File: config.mk
export PLATFORM = sky130hd
export DESIGN_NAME = fb_write_arbiter_flat
export DESIGN_NICKNAME = d
export VERILOG_FILES = /design/src/rtl/fb_write_arbiter_if.sv /design/src/rtl/fb_write_arbiter.sv /design/src/flat_wrapper.sv
export SDC_FILE = /design/constraint.sdc
export NUM_CORES = 1
export LEC_CHECK = 0
export BUFFER_PORTS_ARGS = -buffer_cell sky130_fd_sc_hd__clkbuf_2
export CAP_MARGIN = 30
export CORE_ASPECT_RATIO = 1.4
export CORE_UTILIZATION = 55
export CTS_CLUSTER_DIAMETER = 120
export CTS_CLUSTER_SIZE = 14
export DETAILED_ROUTE_END_ITERATION = 8
export PLACE_DENSITY = 0.81
export SYNTH_ARGS = -nofsm -noshare
export SYNTH_HDL_FRONTEND = slang
export SYNTH_SLANG_ARGS = --single-unit
File: constraint.sdc
create_clock -name clk -period 4.65 [get_ports clk]
set_clock_uncertainty 0.2 [all_clocks]
set_input_delay 0.93 -clock clk [delete_from_list [all_inputs] [get_ports clk]]
set_output_delay 0.93 -clock clk [all_outputs]
set_load 0.1 [all_outputs]
File: src/rtl/fb_write_arbiter_if.sv
// rtl/fb_write_arbiter_if.sv - bus bundle for the frame-buffer write arbiter
//
// Purpose: groups the copy stream, the sprite descriptor handshake and the
//   registered frame-buffer write port of fb_write_arbiter.
// Signals:
//   copy_we, copy_addr[18:0], copy_color[7:0]  copy stream request (priority)
//   spr_valid, spr_ready                       descriptor handshake
//   spr_x[9:0], spr_y[9:0], spr_color[7:0]     descriptor payload
//   fb_we, fb_addr[18:0], fb_color[7:0]        frame-buffer write port
//   busy, blit_done                            status
// Modports:
//   master - copy/descriptor source and frame-buffer sink
//   slave  - the arbiter itself
interface fb_write_arbiter_if;
  logic        copy_we;
  logic [18:0] copy_addr;
  logic [7:0]  copy_color;
  logic        spr_valid;
  logic        spr_ready;
  logic [9:0]  spr_x;
  logic [9:0]  spr_y;
  logic [7:0]  spr_color;
  logic        fb_we;
  logic [18:0] fb_addr;
  logic [7:0]  fb_color;
  logic        busy;
  logic        blit_done;

  modport master (
    output copy_we, copy_addr, copy_color, spr_valid, spr_x, spr_y, spr_color,
    input  spr_ready, fb_we, fb_addr, fb_color, busy, blit_done
  );

  modport slave (
    input  copy_we, copy_addr, copy_color, spr_valid, spr_x, spr_y, spr_color,
    output spr_ready, fb_we, fb_addr, fb_color, busy, blit_done
  );
endinterface

File: src/rtl/fb_write_arbiter.sv
// rtl/fb_write_arbiter.sv - frame-buffer write port arbiter (copy stream vs sprite blitter)
//
// Purpose: the copy stream owns the frame-buffer write port whenever copy_we is
//   high. Sprite descriptors queue in a small FIFO and are expanded into
//   SPR_W x SPR_H single-pixel writes that only use cycles the copy stream
//   leaves idle.
// Ports:
//   clk  - system clock, all state on the rising edge
//   r    - asynchronous active-low reset
//   bus  - fb_write_arbiter_if.slave (copy stream, descriptor handshake,
//          registered fb_* write port, busy, blit_done)
// Optional feature: define FBA_CLIP_EN to suppress writes of pixels falling
//   outside FB_WIDTH x FB_HEIGHT (slots are still consumed). Without it,
//   off-screen pixels write at the wrapped 19-bit address.
module fb_write_arbiter #(
  parameter int SPR_W     = 10,
  parameter int SPR_H     = 10,
  parameter int FB_WIDTH  = 640,
  parameter int FB_HEIGHT = 480,
  parameter int QDEPTH    = 4
) (
  input logic          clk,
  input logic          r,
  fb_write_arbiter_if.slave bus
);
  localparam int AW = $clog2(QDEPTH);
  localparam int CW = $clog2(QDEPTH + 1);

  typedef enum logic [1:0] {IDLE, LOAD, BLIT} state_t;

  state_t state, state_nx;

  // Descriptor FIFO
  logic [9:0]    q_x [QDEPTH];
  logic [9:0]    q_y [QDEPTH];
  logic [7:0]    q_c [QDEPTH];
  logic [AW-1:0] wr_ptr, rd_ptr;
  logic [CW-1:0] count;
  logic          push, pop, fifo_ne;

  // Working descriptor and pixel walker
  logic [9:0]  wx, wy;
  logic [7:0]  wc;
  logic [9:0]  dx, dy;
  logic [18:0] pix_addr;
  logic        grant, last_pix, pix_on;

  assign bus.spr_ready = (count < CW'(QDEPTH));
  assign fifo_ne       = (count != '0);
  assign push          = bus.spr_valid && bus.spr_ready;
  assign bus.busy      = fifo_ne || (state != IDLE);
  assign last_pix      = (dx == 10'(SPR_W - 1)) && (dy == 10'(SPR_H - 1));

`ifdef FBA_CLIP_EN
  // Coordinate sums carry an 11th bit so a sprite straddling the edge compares correctly.
  logic [10:0] px, py;
  assign px     = {1'b0, wx} + {1'b0, dx};
  assign py     = {1'b0, wy} + {1'b0, dy};
  assign pix_on = (px < 11'(FB_WIDTH)) && (py < 11'(FB_HEIGHT));
`else
  assign pix_on = 1'b1;
`endif

  always_ff @(posedge clk or negedge r) begin
    if (!r) state <= IDLE;
    else    state <= state_nx;
  end

  // Next state, FIFO pop and grant. The final pixel pops the next descriptor
  // directly so consecutive sprites are separated by a single LOAD cycle.
  always_comb begin
    state_nx = state;
    pop      = 1'b0;
    grant    = 1'b0;
    case (state)
      IDLE: begin
        if (fifo_ne) begin
          pop      = 1'b1;
          state_nx = LOAD;
        end
      end
      LOAD: state_nx = BLIT;
      BLIT: begin
        if (!bus.copy_we) begin
          grant = 1'b1;
          if (last_pix) begin
            if (fifo_ne) begin
              pop      = 1'b1;
              state_nx = LOAD;
            end else begin
              state_nx = IDLE;
            end
          end
        end
      end
      default: state_nx = IDLE;
    endcase
  end

  // FIFO storage needs no reset; validity is tracked by count.
  always_ff @(posedge clk) begin
    if (push) begin
      q_x[wr_ptr] <= bus.spr_x;
      q_y[wr_ptr] <= bus.spr_y;
      q_c[wr_ptr] <= bus.spr_color;
    end
  end

  always_ff @(posedge clk or negedge r) begin
    if (!r) begin
      wr_ptr <= '0;
      rd_ptr <= '0;
      count  <= '0;
    end else begin
      if (push) wr_ptr <= wr_ptr + 1'b1;
      if (pop)  rd_ptr <= rd_ptr + 1'b1;
      case ({push, pop})
        2'b10:   count <= count + 1'b1;
        2'b01:   count <= count - 1'b1;
        default: count <= count;
      endcase
    end
  end

  // The only multiply is the per-sprite base in LOAD; the pixel loop steps
  // the address incrementally. Sums are formed at 20 bits and the low 19 kept.
  always_ff @(posedge clk or negedge r) begin
    if (!r) begin
      wx       <= '0;
      wy       <= '0;
      wc       <= '0;
      dx       <= '0;
      dy       <= '0;
      pix_addr <= '0;
    end else begin
      if (pop) begin
        wx <= q_x[rd_ptr];
        wy <= q_y[rd_ptr];
        wc <= q_c[rd_ptr];
      end
      if (state == LOAD) begin
        pix_addr <= 19'(20'(wy) * 20'(FB_WIDTH) + 20'(wx));
        dx       <= '0;
        dy       <= '0;
      end else if (grant) begin
        if (dx < 10'(SPR_W - 1)) begin
          dx       <= dx + 1'b1;
          pix_addr <= 19'(20'(pix_addr) + 20'd1);
        end else begin
          dx       <= '0;
          dy       <= dy + 1'b1;
          pix_addr <= 19'(20'(pix_addr) + 20'(FB_WIDTH - (SPR_W - 1)));
        end
      end
    end
  end

  // Registered write port; a clipped slot drops fb_we but still reports blit_done.
  always_ff @(posedge clk or negedge r) begin
    if (!r) begin
      bus.fb_we     <= 1'b0;
      bus.fb_addr   <= '0;
      bus.fb_color  <= '0;
      bus.blit_done <= 1'b0;
    end else begin
      bus.blit_done <= grant && last_pix;
      if (bus.copy_we) begin
        bus.fb_we    <= 1'b1;
        bus.fb_addr  <= bus.copy_addr;
        bus.fb_color <= bus.copy_color;
      end else if (grant && pix_on) begin
        bus.fb_we    <= 1'b1;
        bus.fb_addr  <= pix_addr;
        bus.fb_color <= wc;
      end else begin
        bus.fb_we <= 1'b0;
      end
    end
  end
endmodule

File: src/flat_wrapper.sv
// flat-port wrapper written by rule: the top's interface ports become plain ports
module fb_write_arbiter_flat 
#(
  parameter int SPR_W     = 10,
  parameter int SPR_H     = 10,
  parameter int FB_WIDTH  = 640,
  parameter int FB_HEIGHT = 480,
  parameter int QDEPTH    = 4
)
  (clk, r, bus_copy_we, bus_copy_addr, bus_copy_color, bus_spr_valid, bus_spr_x, bus_spr_y, bus_spr_color, bus_spr_ready, bus_fb_we, bus_fb_addr, bus_fb_color, bus_busy, bus_blit_done);
  fb_write_arbiter_if bus_i ();
  input logic clk;
  input logic r;
  input wire logic [$bits(bus_i.copy_we)-1:0] bus_copy_we;
  input wire logic [$bits(bus_i.copy_addr)-1:0] bus_copy_addr;
  input wire logic [$bits(bus_i.copy_color)-1:0] bus_copy_color;
  input wire logic [$bits(bus_i.spr_valid)-1:0] bus_spr_valid;
  input wire logic [$bits(bus_i.spr_x)-1:0] bus_spr_x;
  input wire logic [$bits(bus_i.spr_y)-1:0] bus_spr_y;
  input wire logic [$bits(bus_i.spr_color)-1:0] bus_spr_color;
  output wire logic [$bits(bus_i.spr_ready)-1:0] bus_spr_ready;
  output wire logic [$bits(bus_i.fb_we)-1:0] bus_fb_we;
  output wire logic [$bits(bus_i.fb_addr)-1:0] bus_fb_addr;
  output wire logic [$bits(bus_i.fb_color)-1:0] bus_fb_color;
  output wire logic [$bits(bus_i.busy)-1:0] bus_busy;
  output wire logic [$bits(bus_i.blit_done)-1:0] bus_blit_done;
  assign bus_i.copy_we = bus_copy_we;
  assign bus_i.copy_addr = bus_copy_addr;
  assign bus_i.copy_color = bus_copy_color;
  assign bus_i.spr_valid = bus_spr_valid;
  assign bus_i.spr_x = bus_spr_x;
  assign bus_i.spr_y = bus_spr_y;
  assign bus_i.spr_color = bus_spr_color;
  assign bus_spr_ready = bus_i.spr_ready;
  assign bus_fb_we = bus_i.fb_we;
  assign bus_fb_addr = bus_i.fb_addr;
  assign bus_fb_color = bus_i.fb_color;
  assign bus_busy = bus_i.busy;
  assign bus_blit_done = bus_i.blit_done;
  fb_write_arbiter #(.SPR_W(SPR_W), .SPR_H(SPR_H), .FB_WIDTH(FB_WIDTH), .FB_HEIGHT(FB_HEIGHT), .QDEPTH(QDEPTH)) u_core (.clk(clk), .r(r), .bus(bus_i));
endmodule
==> results.cfg, run 1 <==
[yosys]
seq_area_frac_synth = 0.607
synth_edf_count = 112
synth_most_common_cell = edfxtp_1
synth_top_family_by_area = multiplexers
synthMuxAreaShare = 0.132
synthXorXnorAreaFrac = 0.0346
syn-num-nets = 803
synth_top_cell_by_area = edfxtp_1
ys.flop_type = edfxtp_1
synth_simple_gate_area_frac = 0.0797
syn_avg_cell_area_sq_um = 14.0
synthAdderAreaFrac = 0.0525
syn_inst = 705
synthTopCellsByArea = edfxtp_1 (34%), dfrtp_1 (27%), mux4_2 (6.4%)
synthDominantCellAreaShare = 0.341
ys_types = 57
synth_warnings = 0
async_flop_share = 0.484
syn_area_sq_um = 9860
synth_compound_area_frac = 0.0712
ys_seq_elements = 217
synth_commonest_cells = edfxtp_1 (112), dfrtp_1 (105), o21ai_0 (55)

[pwr]
power.density_nw_per_um2 = 731
finalPower_mw = 8.11
power.leakage_nw = 4.59
ir_drop_mv = 0.475

[clocking]
htreeDepth = 1
ctsResizeCount = 0
hold_buffers = 0
cts_setup_buffers = 0
cts_sinks = 217
clock_path_buffers = 3
root_buffer = clkbuf_16
cts.clk_slew.worst_paths_ps = 70
cts_tree = built
clock_latency_ps = 500
cts_buffers = 19

[detailed_routing]
vias = 5870
antenna_left = 0
drcViolationCount = 0
vias_per_cell = 5.63
drtIter0Drc = 356
dr.pass1.iters = 4
wl_mm = 19.0
wl_per_cell_um = 18.2

[sta]
finalHoldViolCount = 0
whs_ps = 201
finalCriticalPeriod_ps = 4120
tns_ps = 0
setup_viol = 0
drv_slew = 0
tightest_slew_ps = 783
fmax_mhz = 243
rsz0062_at_grt = no
min_period_over_period = 0.886
relSlewSlack = 0.478

[global_routing]
antenna_found_initial = 0
grt_max_degree = 56
grt.total_usage = 0.218
grt_pass1_wl_mm = 31.0
grt.overflow.total = 0
grt_pass1_vias = 6111

[worst_setup_path]
end_kind = register
worstPathRequired_ps = 4850
cp_data_arrival_time_ps = 4320
cp_max_fo = 7
rr_worst_depth = 11
reg2reg_slack_ps = 530
worstReg2RegEnd = u_core.pix_addr[12]$_DFFE_PN0P_
start_kind = register
timing.rr.start = u_core.dx[7]$_DFFE_PN0P_
critical_path_class = reg2reg

[hold_path]
hp-class = in2async

[floorplan]
die_area_sq_um = 18500
fp.dieH_um = 160
die_x_um = 115
num_rows = 57
ios = 90
start_util = 0.565
coreArea_sq_um = 17500

[finish]
diodes = 0
drive_gt1_frac = 0.236
design_area_sq_um = 11100
areaGrowthSynthToFinish_pct = 12.4
layoutNonFillerInstCount = 1042
num-nets-final = 894
fillCellCount = 1274

[place]
dp_hpwl_mm = 13.0
dp_cells = 1011
place_area_sq_um = 10600
portBuffers = 89
place_congestion = 0.880

[status]
outcome = complete, no violations

[flow_run]
maxCapViolations = 0
==> per-stage QoR <==
stage          setup WS (ps)  utilization
6_report                 531        0.634
5_1_grt                  297        0.634
4_1_cts                  630        0.634
3_5_place_dp             699        0.604
3_3_place_gp             721        0.603
2_1_floorplan           1130            -
==> area by class of cell <==
type / instances / area [sq um] / share of cell area
clock buffer: 29 / 513 / 0.0463
clock inverter: 2 / 17.5 / 0.00158
inverter: 25 / 93.8 / 0.00847
multi-input combinational: 436 / 3650 / 0.330
sequential: 217 / 5990 / 0.541
tap: 236 / 295 / 0.0266
timing repair buffer: 97 / 520 / 0.0470
==> placed cells by master, fill, tap and decap left out, drive strengths merged, types with 3 or more instances in the layout <==
cell	n
clkbuf	117
edfxtp	112
dfrtp	105
o21ai	56
nand2	53
nor2	46
ha	35
mux2	29
mux4	28
inv	27
a21oi	25
mux2i	24
xnor2	23
xor2	16
nor3	10
nand3	9
buf	9
and3	7
nor2b	7
a211oi	7
nand2b	6
nand4	6
and2	5
a21o	4
fa	4
or3	3
a31oi	3
a22oi	3
nor4	3
==> power by group <==
group / internal (mW) / total (mW) / switching, mW / leakage [nW]
clock: 0.763 / 1.41 / 0.651 / 0.255
sequential: 2.52 / 2.89 / 0.369 / 2.30
combinational: 1.56 / 3.80 / 2.24 / 2.03
==> logic make-up after synthesis <==
logic type | count (synthesis)
flops | 217
simple gates | 163
compound gates | 114
mux | 81
buf+inv | 52
xor+xnor | 39
fa+ha+maj | 39
==> worst max-delay path, cell delays in order (launching register included) <==
cell and delay [ps]:
dfrtp_1 400, or4_4 570, a2111oi_4 560, inv_1 270, ha_1 380, nor2b_1 180, o21ai_0 230, a21oi_1 150
o21ai_0 550, a21oi_1 200, nor2b_1 180, a211oi_1 160
==> routing by layer <==
layer	global-route usage	vias to the layer above	wire, um
li1	-	2773	-
met3	0.0347	52	790
met5	0	-	0
met1	0.262	2889	7560
met2	0.380	156	9830
met4	0.104	0	833
==> flip-flops by register name, summed over array words and instances (netlist names) <==
name	flops
u_core.q_x	40
u_core.rd_ptr	2
u_core.bus.blit_done	1
u_core.dx	10
u_core.wc	8
u_core.bus.fb_we	1
u_core.dy	10
u_core.wr_ptr	2
u_core.pix_addr	19
u_core.bus.fb_color	8
u_core.wx	10
u_core.bus.fb_addr	19
u_core.q_c	32
u_core.state	2
u_core.q_y	40
u_core.wy	10
u_core.count	3
==> worst max-delay path by stage <==
stage                                            endpoint                      from
after floorplan           u_core.pix_addr[12]$_DFFE_PN0P_  u_core.dx[7]$_DFFE_PN0P_
after global placement    u_core.pix_addr[12]$_DFFE_PN0P_  u_core.dx[7]$_DFFE_PN0P_
after detailed placement  u_core.pix_addr[12]$_DFFE_PN0P_  u_core.dx[7]$_DFFE_PN0P_
after CTS                 u_core.pix_addr[12]$_DFFE_PN0P_  u_core.dx[7]$_DFFE_PN0P_
after global routing      u_core.pix_addr[12]$_DFFE_PN0P_  u_core.dx[7]$_DFFE_PN0P_
final                     u_core.pix_addr[12]$_DFFE_PN0P_  u_core.dx[7]$_DFFE_PN0P_
Power figures use the tool's default switching activity.
==> run 2: changes to the inputs <==
Settings changed: ABC_AREA set to 1, CELL_PAD_IN_SITES_DETAIL_PLACEMENT set to 1, CELL_PAD_IN_SITES_GLOBAL_PLACEMENT set to 2, CORE_UTILIZATION 55 to 38, PLACE_DENSITY 0.81 to 0.86.
==> results.cfg, run 2 <==
[status]
outcome = complete, no violations

[clocking]
cts_buffers = 19
htreeDepth = 1
hold_buffers = 0
cts_tree = built
ctsResizeCount = 0
root_buffer = clkbuf_16
clock_path_buffers = 3
cts_sinks = 217
cts.clk_slew.worst_paths_ps = 80
cts_setup_buffers = 0
clock_latency_ps = 500

[yosys]
syn_area_sq_um = 10100
synth_most_common_cell = nor2_1
syn_avg_cell_area_sq_um = 9.64
syn-num-nets = 1144
synth_warnings = 0
synthDominantCellAreaShare = 0.334
synthTopCellsByArea = edfxtp_1 (33%), dfrtp_1 (26%), nor2_1 (7.5%)
seq_area_frac_synth = 0.594
ys_types = 40
async_flop_share = 0.484
synth_edf_count = 112
synth_commonest_cells = nor2_1 (202), nand2_1 (185), edfxtp_1 (112)
synth_top_cell_by_area = edfxtp_1
ys.flop_type = edfxtp_1
ys_seq_elements = 217
syn_inst = 1046

[worst_setup_path]
critPathBufInv = 4
worst_path_dominant_cell_family = simple AND/OR/NAND/NOR gates
path_cells = inv_1, ha_1, inv_1, o21ai_0, nand2_1, inv_1, fa_1, nor2_1, o21ai_1, o21ai_0, nand2_1, nand2_1, nand3_1, nand2_1, nand3_1, nand2_1, inv_1
slowest_stage = fa_1
worstPathRequired_ps = 4840
end_kind = register
start_kind = register
critical_path_class = reg2reg
critPathMaxStageDelay_ps = 420
cp_data_arrival_time_ps = 3400
crit_top_cell = nand2_1
cp_max_fo = 7

[detailed_routing]
wl_mm = 25.2
drcViolationCount = 0
dr.pass1.iters = 4
vias_per_cell = 5.09
drtIter0Drc = 245
vias = 7467
wl_per_cell_um = 17.2
antenna_left = 0

[finish]
drive_gt1_frac = 0.130
diodes = 0
top_regs = u_core.q_x x40, u_core.q_y x40, u_core.q_c x32
final_common_cell = nor2_1
mostFrequentLayoutCells = nor2_1 (197), nand2_1 (185), edfxtp_1 (112)
final_util = 0.438
num-nets-final = 1229
areaGrowthSynthToFinish_pct = 13.5

[place]
place_congestion = 0.800
portBuffers = 89
dp_hpwl_mm = 17.5

[sta]
whs_ps = 181
tns_ps = 0
fmax_mhz = 312
finalCriticalPeriod_ps = 3200
setup_viol = 0
relSlewSlack = 0.576
drv_slew = 0
rsz0062_at_grt = no
min_period_over_period = 0.689
finalHoldViolCount = 0
tightest_slew_ps = 632

[floorplan]
ios = 90
num_rows = 70
die_area_sq_um = 27200
die_x_um = 140
coreArea_sq_um = 26100
start_util = 0.386
fp.dieH_um = 195

[pwr]
ir_drop_mv = 0.334
power.leakage_nw = 4.93
power.density_nw_per_um2 = 417

[global_routing]
grt_max_degree = 58
grt.total_usage = 0.193
antenna_found_initial = 0
grt.overflow.total = 0
grt_pass1_wl_mm = 41.8
grt_pass1_vias = 8041

[flow_run]
maxCapViolations = 0

[hold_path]
hp-class = in2async
==> run 2: changes by cell type after synthesis, sizes merged, moves of 11 or more <==
cell,delta
a31oi,+27
buf,+11
inv,+73
mux2,-29
mux2i,-24
mux4,-28
nand2,+135
nand3,+45
nor2,+162
o211ai,+14
o21ai,+25
xnor2,-21
==> run 2: kinds of logic after synthesis <==
kind of cell / Yosys count / synth area share
and+or+nand+nor: 466 / 0.188
DFF: 217 / 0.594
AOI/OAI and AO/OA: 175 / 0.101
buffers and inverters: 138 / 0.0554
adders and majority gates: 39 / 0.0514
xor gates and xnor gates: 11 / 0.00956
==> run 2: area by class of cell <==
class	instances	area, sq um
Fill cell	3022	14700
Sequential cell	217	5990
Multi-Input combinational cell	691	3540
Timing Repair Buffer	103	598
Clock buffer	30	517
Tap cell	324	405
Inverter	99	372
Clock inverter	2	17.5
==> run 2: path summary, 6_finish.rpt <==
check	startpoint	end	slack (ps)	cells after the start
setup / recovery	u_core.dx[0]$_DFFE_PN0P_	u_core.pix_addr[12]$_DFFE_PN0P_	1450	17
hold / removal	r	u_core.wy[3]$_DFFE_PN0P_	180	1
setup reg to reg	u_core.dx[0]$_DFFE_PN0P_	u_core.pix_addr[12]$_DFFE_PN0P_	1450	17
hold reg to reg	u_core.pix_addr[16]$_DFFE_PN0P_	u_core.pix_addr[16]$_DFFE_PN0P_	290	2
max in group asynchronous	r	u_core.dy[4]$_DFFE_PN0P_	3210	3
min in group clk	u_core.pix_addr[16]$_DFFE_PN0P_	u_core.pix_addr[16]$_DFFE_PN0P_	290	2
==> run 2: power breakdown <==
part / switching [mW] / internal, mW
clock: 0.688 / 0.767
sequential: 0.134 / 2.15
combinational: 0.743 / 0.284
total: 1.56 / 3.20
==> run 2: routing by layer <==
metal | global-route usage | share of wire
met5 | 0 | 0
met4 | 0.0517 | 0.021
met3 | 0.0197 | 0.025
met2 | 0.362 | 0.54
met1 | 0.233 | 0.42
==> run 2: stage by stage <==
step	setup slack (ps)	std cells	cell area, sq um	power (mW)
detailed placement	1210	1434	10900	3.35
finish	1450	1466	11400	4.77
CTS	1430	1466	11400	4.83
global placement	1330	1432	10900	3.32
floorplan	1420	1046	10100	3.05
global route	1140	1466	11400	5.00
==> run 3: changes to the inputs <==
Settings changed: CORE_UTILIZATION 38 to 34, PLACE_DENSITY 0.86 to 0.81.
Clock period 4.65 ns to 2.8 ns, I/O delays scaled along.
==> results.cfg, run 3 (same netlist as run 2, synthesis figures left out) <==
[hold_path]
hold_start = bus_copy_color[0]
hp-class = in2reg

[sta]
drv_slew = 0
rsz0062_at_grt = yes
relSlewSlack = 0.579
finalCriticalPeriod_ps = 2650
min_period_over_period = 0.945
setup_viol = 0
tightest_slew_ps = 631
finalHoldViolCount = 0
fmax_mhz = 378

[finish]
multi_input_comb_area_sq_um = 3740
drive_gt1_frac = 0.180
layoutNonFillerInstCount = 1544
areaGrowthSynthToFinish_pct = 17.8
mostFrequentLayoutCells = nor2_1 (191), nand2_1 (175), edfxtp_1 (112)
fillCellCount = 3381
design_area_sq_um = 11900
top_regs = u_core.q_x x40, u_core.q_y x40, u_core.q_c x32
diodes = 0
final_common_cell = nor2_1
seq_area_sq_um = 5990
num-nets-final = 1252

[detailed_routing]
drtIter0Drc = 333
drcViolationCount = 0
vias_per_cell = 4.89
antenna_left = 0
wl_mm = 25.8
dr.pass1.iters = 4
wl_per_cell_um = 16.7
vias = 7554

[global_routing]
grt.busiest_layer = met2
met3_usage = 0.0180
use_met1 = 0.200
grt.overflow.total = 0
grt_pass1_wl_mm = 41.3
grt_pass1_vias = 7940
antenna_found_initial = 0
grt_use_met2 = 0.334
grt.total_usage = 0.174
grt_max_degree = 58

[worst_setup_path]
path_cells = ha_4, ha_4, inv_2, fa_1, nor2_2, nand3_2, nor2_4, nand3_2, nor2_4, nand3_2, nand2_1, nand3_1, a21oi_1
crit_start = u_core.wy[3]$_DFFE_PN0P_
worstPathRequired_ps = 3020
slowest_stage = fa_1
critical_path_class = reg2reg
end_kind = register
timing.rr.start = u_core.wy[3]$_DFFE_PN0P_
cp_max_fo = 4
cp_data_arrival_time_ps = 2870
crit_top_cell = nand3_2
critPathMaxStageDelay_ps = 480
start_kind = register

[floorplan]
die_x_um = 148
num_rows = 74
coreArea_sq_um = 29200
fp.dieH_um = 206
die_area_sq_um = 30300
ios = 90
start_util = 0.346

[clocking]
clock_latency_ps = 500
root_buffer = clkbuf_16
cts_buffers = 19
clock_path_buffers = 3
htreeDepth = 1
cts.clk_slew.worst_paths_ps = 70
cts_sinks = 217
cts_tree = built

[flow_run]
maxCapViolations = 0

[pwr]
power.leakage_nw = 5.02
power.density_nw_per_um2 = 686
ir_drop_mv = 0.505

[status]
outcome = complete, no violations

[place]
dp_cells = 1504
portBuffers = 89
place_area_sq_um = 11100
place_congestion = 0.829
dp_hpwl_mm = 17.8
[run 3: changes by cell type in the layout (fill, tap and decap cells not counted), moves of 4 or more]
cell     before  now
nand3_2       1    7
o21ai_1       1    5
nand3_1      53   47
ha_4          0    6
inv_2         6   10
nand2_2       3   12
inv_1        92   88
nor2_1      197  191
buf_4        12   34
nor2_4        4    8
ha_1         35   28
nand2_1     185  175
o21ai_0      79   73
[run 3: layer usage]
layer | wire length (um) | vias up
met2 | 14000 | 94
li1 | - | 3720
met4 | 627 | 0
met3 | 660 | 40
met1 | 10400 | 3700
met5 | 0 | -
[run 3: stage by stage]
stage / worst slack [ps] / utilization / hold WS [ps] / total power, mW / TNS [ps]
3_3_place_gp: 52.2 / 0.380 / 263 / 5.59 / 0
4_1_cts: -1.07 / 0.399 / 51.3 / 8.12 / -1.07
5_1_grt: -28.2 / 0.407 / 63.0 / 8.56 / -58.9
2_1_floorplan: -430 / - / 64.4 / 5.06 / -48130
6_report: 153 / 0.407 / 71.1 / 8.15 / 0
3_5_place_dp: -60.8 / 0.380 / 266 / 5.64 / -123
[run 3: timing repair]
action | in CTS | in global routing
resized for setup | 2 | 51
setup buffers | 2 | 6
endpoints found under the hold margin | 37 | 0
pin swaps | 2 | 21
gates cloned | 0 | 0
hold buffers | 1 | 0
endpoints found under the setup margin | 7 | 12
[run 3: cell type report]
| type | instances | area share |
|---|---|---|
| Sequential cell | 217 | 0.504 |
| Clock buffer | 29 | 0.0432 |
| Clock inverter | 2 | 0.00148 |
| Multi-Input combinational cell | 691 | 0.315 |
| Inverter | 99 | 0.0313 |
| Timing Repair Buffer | 126 | 0.0645 |
| Tap cell | 380 | 0.0400 |
[run 3: power breakdown]
group / internal [mW] / switching [mW]
Clock: 1.27 / 1.16
Sequential: 3.58 / 0.234
Combinational: 0.630 / 1.29
[run 3: path summary, 6_finish.rpt]
| path | endpoint | slack (ps) | depth (start not counted) |
|---|---|---|---|
| setup reg to reg | u_core.pix_addr[18]$_DFFE_PN0P_ | 150 | 13 |
| hold / removal | u_core.bus.fb_color[0]$_DFFE_PN0P_ | 70 | 3 |
| min in group asynchronous | u_core.wy[7]$_DFFE_PN0P_ | 420 | 2 |
| max in group asynchronous | u_core.dx[3]$_DFFE_PN0P_ | 1350 | 3 |
| hold reg to reg | u_core.pix_addr[16]$_DFFE_PN0P_ | 280 | 2 |
| setup / recovery | u_core.pix_addr[18]$_DFFE_PN0P_ | 150 | 13 |
[run 3: worst max-delay path: cells and delay by family (launching register included)]
family / cells / cell delay (ps)
buf+inv: 1 / 40
compound gates: 1 / 140
fa+ha+maj: 3 / 900
simple gates: 8 / 860
flops: 1 / 420
